`src/rtl/i2s_pkg.sv`:
```
// i2s_pkg: shared FSM encoding and FIFO word field widths for the I2S bulk scheduler
package i2s_pkg;
  localparam logic [1:0] S_IDLE  = 2'd0;
  localparam logic [1:0] S_ARB   = 2'd1;
  localparam logic [1:0] S_XFER  = 2'd2;
  localparam logic [1:0] S_DRAIN = 2'd3;
  localparam int INDEX_WIDTH = 8;
  localparam int ID_WIDTH    = 5;
  localparam int HDR_WIDTH   = INDEX_WIDTH + ID_WIDTH;
endpackage

```
`src/rtl/i2s_rr_arbiter.sv`:
```
// i2s_rr_arbiter: one-hot round-robin pick of the first requester after the pointer
module i2s_rr_arbiter #(
  parameter int N  = 4,
  parameter int PW = 2
) (
  input  logic [N-1:0]  req,
  input  logic [PW-1:0] ptr,
  output logic [N-1:0]  grant
);
  // scan from farthest to nearest so the nearest requester after ptr wins
  always_comb begin
    grant = '0;
    for (int k = N; k >= 1; k--)
      if (req[(int'(ptr) + k) % N]) grant = N'(1) << ((int'(ptr) + k) % N);
  end
endmodule

```
`src/rtl/i2s_bulk_scheduler.sv`:
```
// i2s_bulk_scheduler: round-robin drain of per-channel sample bulks into one FIFO (optional bulk_cnt via I2S_SCHED_CNT_EN)
module i2s_bulk_scheduler
  import i2s_pkg::*;
#(
  parameter int NUM_CH          = 4,
  parameter int FIFO_DATA_WIDTH = 32,
  parameter int BULK_OF_DATA    = 87,
  parameter int SAMPLE_WIDTH    = 16,
  parameter int ID_BASE         = 0
) (
  input  logic                       bclk,
  input  logic                       rst_n,
  input  logic [NUM_CH-1:0]          req,
  output logic [NUM_CH-1:0]          rd_en,
  input  logic [NUM_CH*SAMPLE_WIDTH-1:0] rd_data,
  input  logic                       fifo_bulk_space,
  output logic                       w_enable,
  output logic [FIFO_DATA_WIDTH-1:0] wdata,
  output logic [NUM_CH-1:0]          grant,
  output logic [NUM_CH-1:0]          done,
`ifdef I2S_SCHED_CNT_EN
  output logic [15:0]                bulk_cnt,
`endif
  output logic                       busy
);
  localparam int PW = NUM_CH > 1 ? $clog2(NUM_CH) : 1;
  logic [1:0] state;
  logic [INDEX_WIDTH-1:0] cnt, idx_q;
  logic [ID_WIDTH-1:0] id_q;
  logic [PW-1:0] ptr, gidx, pick_idx;
  logic [NUM_CH-1:0] pick;
  logic [SAMPLE_WIDTH-1:0] sample;

  i2s_rr_arbiter #(.N(NUM_CH), .PW(PW)) u_arb (
    .req  (req),
    .ptr  (ptr),
    .grant(pick)
  );

  // binary index of the arbiter's one-hot pick
  always_comb begin
    pick_idx = '0;
    for (int i = 0; i < NUM_CH; i++)
      if (pick[i]) pick_idx = PW'(i);
  end

  assign busy   = state != S_IDLE;
  assign done   = (state == S_DRAIN) ? grant : '0;
  assign sample = rd_data[gidx*SAMPLE_WIDTH +: SAMPLE_WIDTH];
  assign wdata  = w_enable ? ((FIFO_DATA_WIDTH'(idx_q) << (FIFO_DATA_WIDTH - INDEX_WIDTH))
                            | (FIFO_DATA_WIDTH'(id_q) << SAMPLE_WIDTH)
                            | FIFO_DATA_WIDTH'(sample)) : '0;

  // bulk FSM: arbitrate, stream BULK_OF_DATA reads, write each one a cycle later
  always_ff @(posedge bclk) begin
    if (!rst_n) begin
      state    <= S_IDLE;
      cnt      <= '0;
      idx_q    <= '0;
      id_q     <= '0;
      gidx     <= '0;
      ptr      <= PW'(NUM_CH - 1);
      rd_en    <= '0;
      grant    <= '0;
      w_enable <= 1'b0;
    end else begin
      w_enable <= |rd_en;
      idx_q    <= cnt;
      case (state)
        S_IDLE: state <= (|req && fifo_bulk_space) ? S_ARB : S_IDLE;
        S_ARB: begin
          grant <= pick;
          rd_en <= pick;
          gidx  <= pick_idx;
          id_q  <= ID_WIDTH'(ID_BASE + int'(pick_idx));
          cnt   <= '0;
          state <= |pick ? S_XFER : S_IDLE;
        end
        S_XFER: begin
          cnt <= cnt + 1'b1;
          if (cnt == INDEX_WIDTH'(BULK_OF_DATA - 1)) begin
            rd_en <= '0;
            state <= S_DRAIN;
          end
        end
        default: begin
          grant <= '0;
          ptr   <= gidx;
          state <= S_IDLE;
        end
      endcase
    end
  end

`ifdef I2S_SCHED_CNT_EN
  // completed-bulk counter, wraps naturally at 16 bits
  always_ff @(posedge bclk) begin
    if (!rst_n) bulk_cnt <= '0;
    else if (|done) bulk_cnt <= bulk_cnt + 16'd1;
  end
`endif
endmodule

```
`config.mk`:
```
export PLATFORM = sky130hd
export DESIGN_NAME = i2s_bulk_scheduler
export DESIGN_NICKNAME = d
export VERILOG_FILES = /design/src/rtl/i2s_pkg.sv /design/src/rtl/i2s_rr_arbiter.sv /design/src/rtl/i2s_bulk_scheduler.sv
export SDC_FILE = /design/constraint.sdc
export NUM_CORES = 1
export LEC_CHECK = 0
export BUFFER_PORTS_ARGS = -buffer_cell sky130_fd_sc_hd__buf_2
export CORE_MARGIN = 3
export CORE_UTILIZATION = 48
export DETAILED_ROUTE_END_ITERATION = 12
export PLACE_DENSITY_LB_ADDON = 0.3
export SLEW_MARGIN = 20
export SYNTH_ARGS = -nofsm -noshare
export SYNTH_HDL_FRONTEND = slang
export SYNTH_SLANG_ARGS = --single-unit
```
`constraint.sdc`:
```
create_clock -name bclk -period 7.7 [get_ports bclk]
set_input_delay 1.54 -clock bclk [delete_from_list [all_inputs] [get_ports bclk]]
set_output_delay 1.54 -clock bclk [all_outputs]
set_load 0.03 [all_outputs]
```
==> results by group <==
Cells and area
  – ANT cells: 0
  – Ratio of cells with drive above 1 in the final layout: 41.0%
  – Final Non-Filler Cells: 382
  – Fin nets: 415
  – Syn-to-layout area delta: 30.9%
  – Fill cells: 344

Route
  – Via Count: 2,045
  – Initial drt markers: 68
  – Antenna Violating Nets Remaining: 0
  – Drt via density: 5.35
  – Final WL: 5630 µm
  – Met1 Wirelength: 2170 µm
  – Drt pass-1 iters: 4
  – DRC: 0
  – Met3 wire len: 553 µm
  – Drt wl/cell: 14.7 µm
  – Met2 WL: 2820 µm
  – Top Layer Used: met4

Pwr
  – VDD IR max: 203 µV
  – Comb pwr share: 48.0%
  – Psw: 0.000313 W
  – Switch share: 43.1%
  – Seq pwr share: 32.4%
  – LEAKAGE: 1.34 nW
  – Power share of the clock group: 19.6%
  – Internal: 0.000413 W
  – Pwr dens: 260 mW/mm²
  – Total Power: 0.000726 W

Critical path
  – Startpoint type of the worst setup path: primary input
  – Crit path largest cell delay: 0.46 ns
  – Crit-path cells: buf_2, mux4_2, and2_1, buf_2
  – CP delay by family, top: multiplexers
  – CP Buf/Inv Count: 2
  – Crit end category: output pin
  – Critical Path AT: 2.45 ns
  – Worst path most repeated cell: buf_2
  – Worst-path maximum fanout: 1
  – WP data required: 6.16 ns
  – CP Class: primary input to output pin
  – Crit-path slowest cell: mux4_2

Synthesis
  – Post-Synthesis Cells: 223
  – Ys async rst share: 0%
  – Post-synth top flop: dfxtp_1
  – Yosys warning count: 0
  – Synth Area per Inst: 9.57 µm²
  – Most frequent cells after synthesis: 35 x and2_1, 31 x dfxtp_1, 24 x nor2_1
  – Seq/Total Area, Yosys: 29.1%
  – Post-synthesis cell area: 0.00213 mm²
  – FF+latch count, synth: 31
  – Post-synth EDFFs: 0
  – Yosys top cell area share: 29.1%
  – Yosys cell types: 34
  – Top-count cell post-synth: and2_1
  – Area contributors post-synth: dfxtp_1 29%, mux4_2 18%, and2_1 10%
  – Dominant cell type by area after synthesis: dfxtp_1

Clock network
  – Cts bufs inserted: 5
  – CTS Sinks: 31
  – # hold bufs at CTS: 0
  – Clk pin slew, worst setup/hold paths: 0.06 ns
  – TritonCTS clock tree: yes
  – Root buffer cell: clkbuf_8
  – PostCTS Resize Cnt: 0
  – CTS Buffer Depth: 2
  – Clock Latency Late Sink: 0.28 ns
  – Post-CTS setup buffers: 0
  – H-Tree Depth: 2

Floorplan
  – Initial Utilization: 51.5%
  – DIE HEIGHT: 72.7 µm
  – Num rows: 23
  – Core Region: 0.00414 mm²
  – Total die area: 0.00528 mm²
  – I/O pins: 117
  – Die width: 72.7 µm

Global route
  – First-pass GRT wire length: 8670 µm
  – All-layer global routing usage: 20.9%
  – Pin count of the biggest net entering global routing: 28
  – Congestion Overflow GR: 0
  – Vias in the first global route: 1,872
  – Antenna violations before repair: 0

Timing
  – WHS: 0.492 ns
  – Clock Skews: 0.00426 ns
  – Final Critical Period: 3.99 ns
  – Peak Freq: 0.251 GHz
  – Final hold violation count: 0
  – Slack of the critical path: 3.71 ns
  – Final period util: 51.8%
  – Post-Route Setup TNS: 0 ns
  – Max Slew Vio Count: 0
  – Worst slew pin tran: 0.817 ns
  – # setup viols final: 0
  – Worst slew margin: 44.8%
  – RSZ-0062 raised after global routing: no

Place
  – Hpwl dp: 4510 µm
  – GPL Wtd Cong: 0.813
  – Port Buffers: 110
  – Cell total after placement: 374
  – Worst Setup Slack post-DPL: 3.70 ns

Job
  – Max-cap viol count: 0

Run status
  – Outcome: complete, no violations

Hold path
  – Hold Path Class: flop to flop
[routing by layer]
layer  vias to the layer above  GRT usage (%)
met2                        84           37.5
li1                       1003              -
met5                         -              0
met4                         0           8.40
met3                         6           5.51
met1                       952           23.2
[logic make-up (layout without fill, tap and decap cells)]
logic type,after synthesis,in the layout,synth area share (%)
fa+ha+maj,13,13,7.62
flops,31,31,29.1
compound gates,33,33,10.7
buf+inv,32,136,6.74
xor+xnor,4,4,1.64
other cells,1,6,0.176
simple gates,89,89,22.4
mux,20,20,21.6
[tightest hold or removal path, delay by kind of cell (launching register included)]
kind | cells | cell delay (ns)
flops | 1 | 0.35
simple gates | 1 | 0.04
buf+inv | 1 | 0.06
[power by group through the flow]
stage | sequential, W | combinational (W) | clock [W]
global placement | 0.000239 | 0.000342 | 0
finish | 0.000235 | 0.000349 | 0.000142
CTS | 0.000237 | 0.000349 | 0.000147
global route | 0.000244 | 0.000378 | 0.000153
detailed placement | 0.000240 | 0.000348 | 0
floorplan | 0.000216 | 0.000280 | 0
[registers in the layout, indices dropped and copies added (netlist names)]
register  cells
w_enable      1
rd_en         4
state         2
id_q          2
cnt           8
grant         4
ptr           2
idx_q         8
[metrics by stage]
stage | util, % | cell area (µm²)
after floorplan | - | 2150
after detailed placement | 64.9 | 2690
after global routing | 67.5 | 2800
after CTS | 67.4 | 2790
final | 67.5 | 2800
after global placement | 64.9 | 2690
[layout by cell type (no fill, tap or decap), drive strengths merged, types with 2 or more instances in the layout]
master / instances
a22oi: 8
clkbuf: 7
mux4: 20
nand4: 4
nor4: 3
o211ai: 2
a211oi: 6
xor2: 3
nand2: 9
ha: 13
a222oi: 4
nor2: 24
buf: 110
nand3: 2
inv: 18
and2: 35
conb: 6
or3: 2
nand3b: 4
o21ai: 6
a21oi: 6
dfxtp: 31
[final cells by class]
cell class	count	area (µm²)	area share [%]
well taps	50	62.6	2.24
inverters	18	67.6	2.42
clock buffers	7	96.3	3.45
multi-input cells	165	1390	49.7
clock inverters	1	7.51	0.269
repair buffers	110	551	19.7
flip-flops and latches	31	622	22.2
[worst paths after layout]
check	from	end	cells after the start	slack, ns
worst min register to register	cnt[1]	idx_q[1]	2	0.49
worst max register to register	ptr[0]	id_q[1]	6	4.76
worst max-delay path	rd_data[48]	wdata[0]	4	3.71
worst min-delay path	cnt[1]	idx_q[1]	2	0.49
Power figures use the tool's default switching activity.
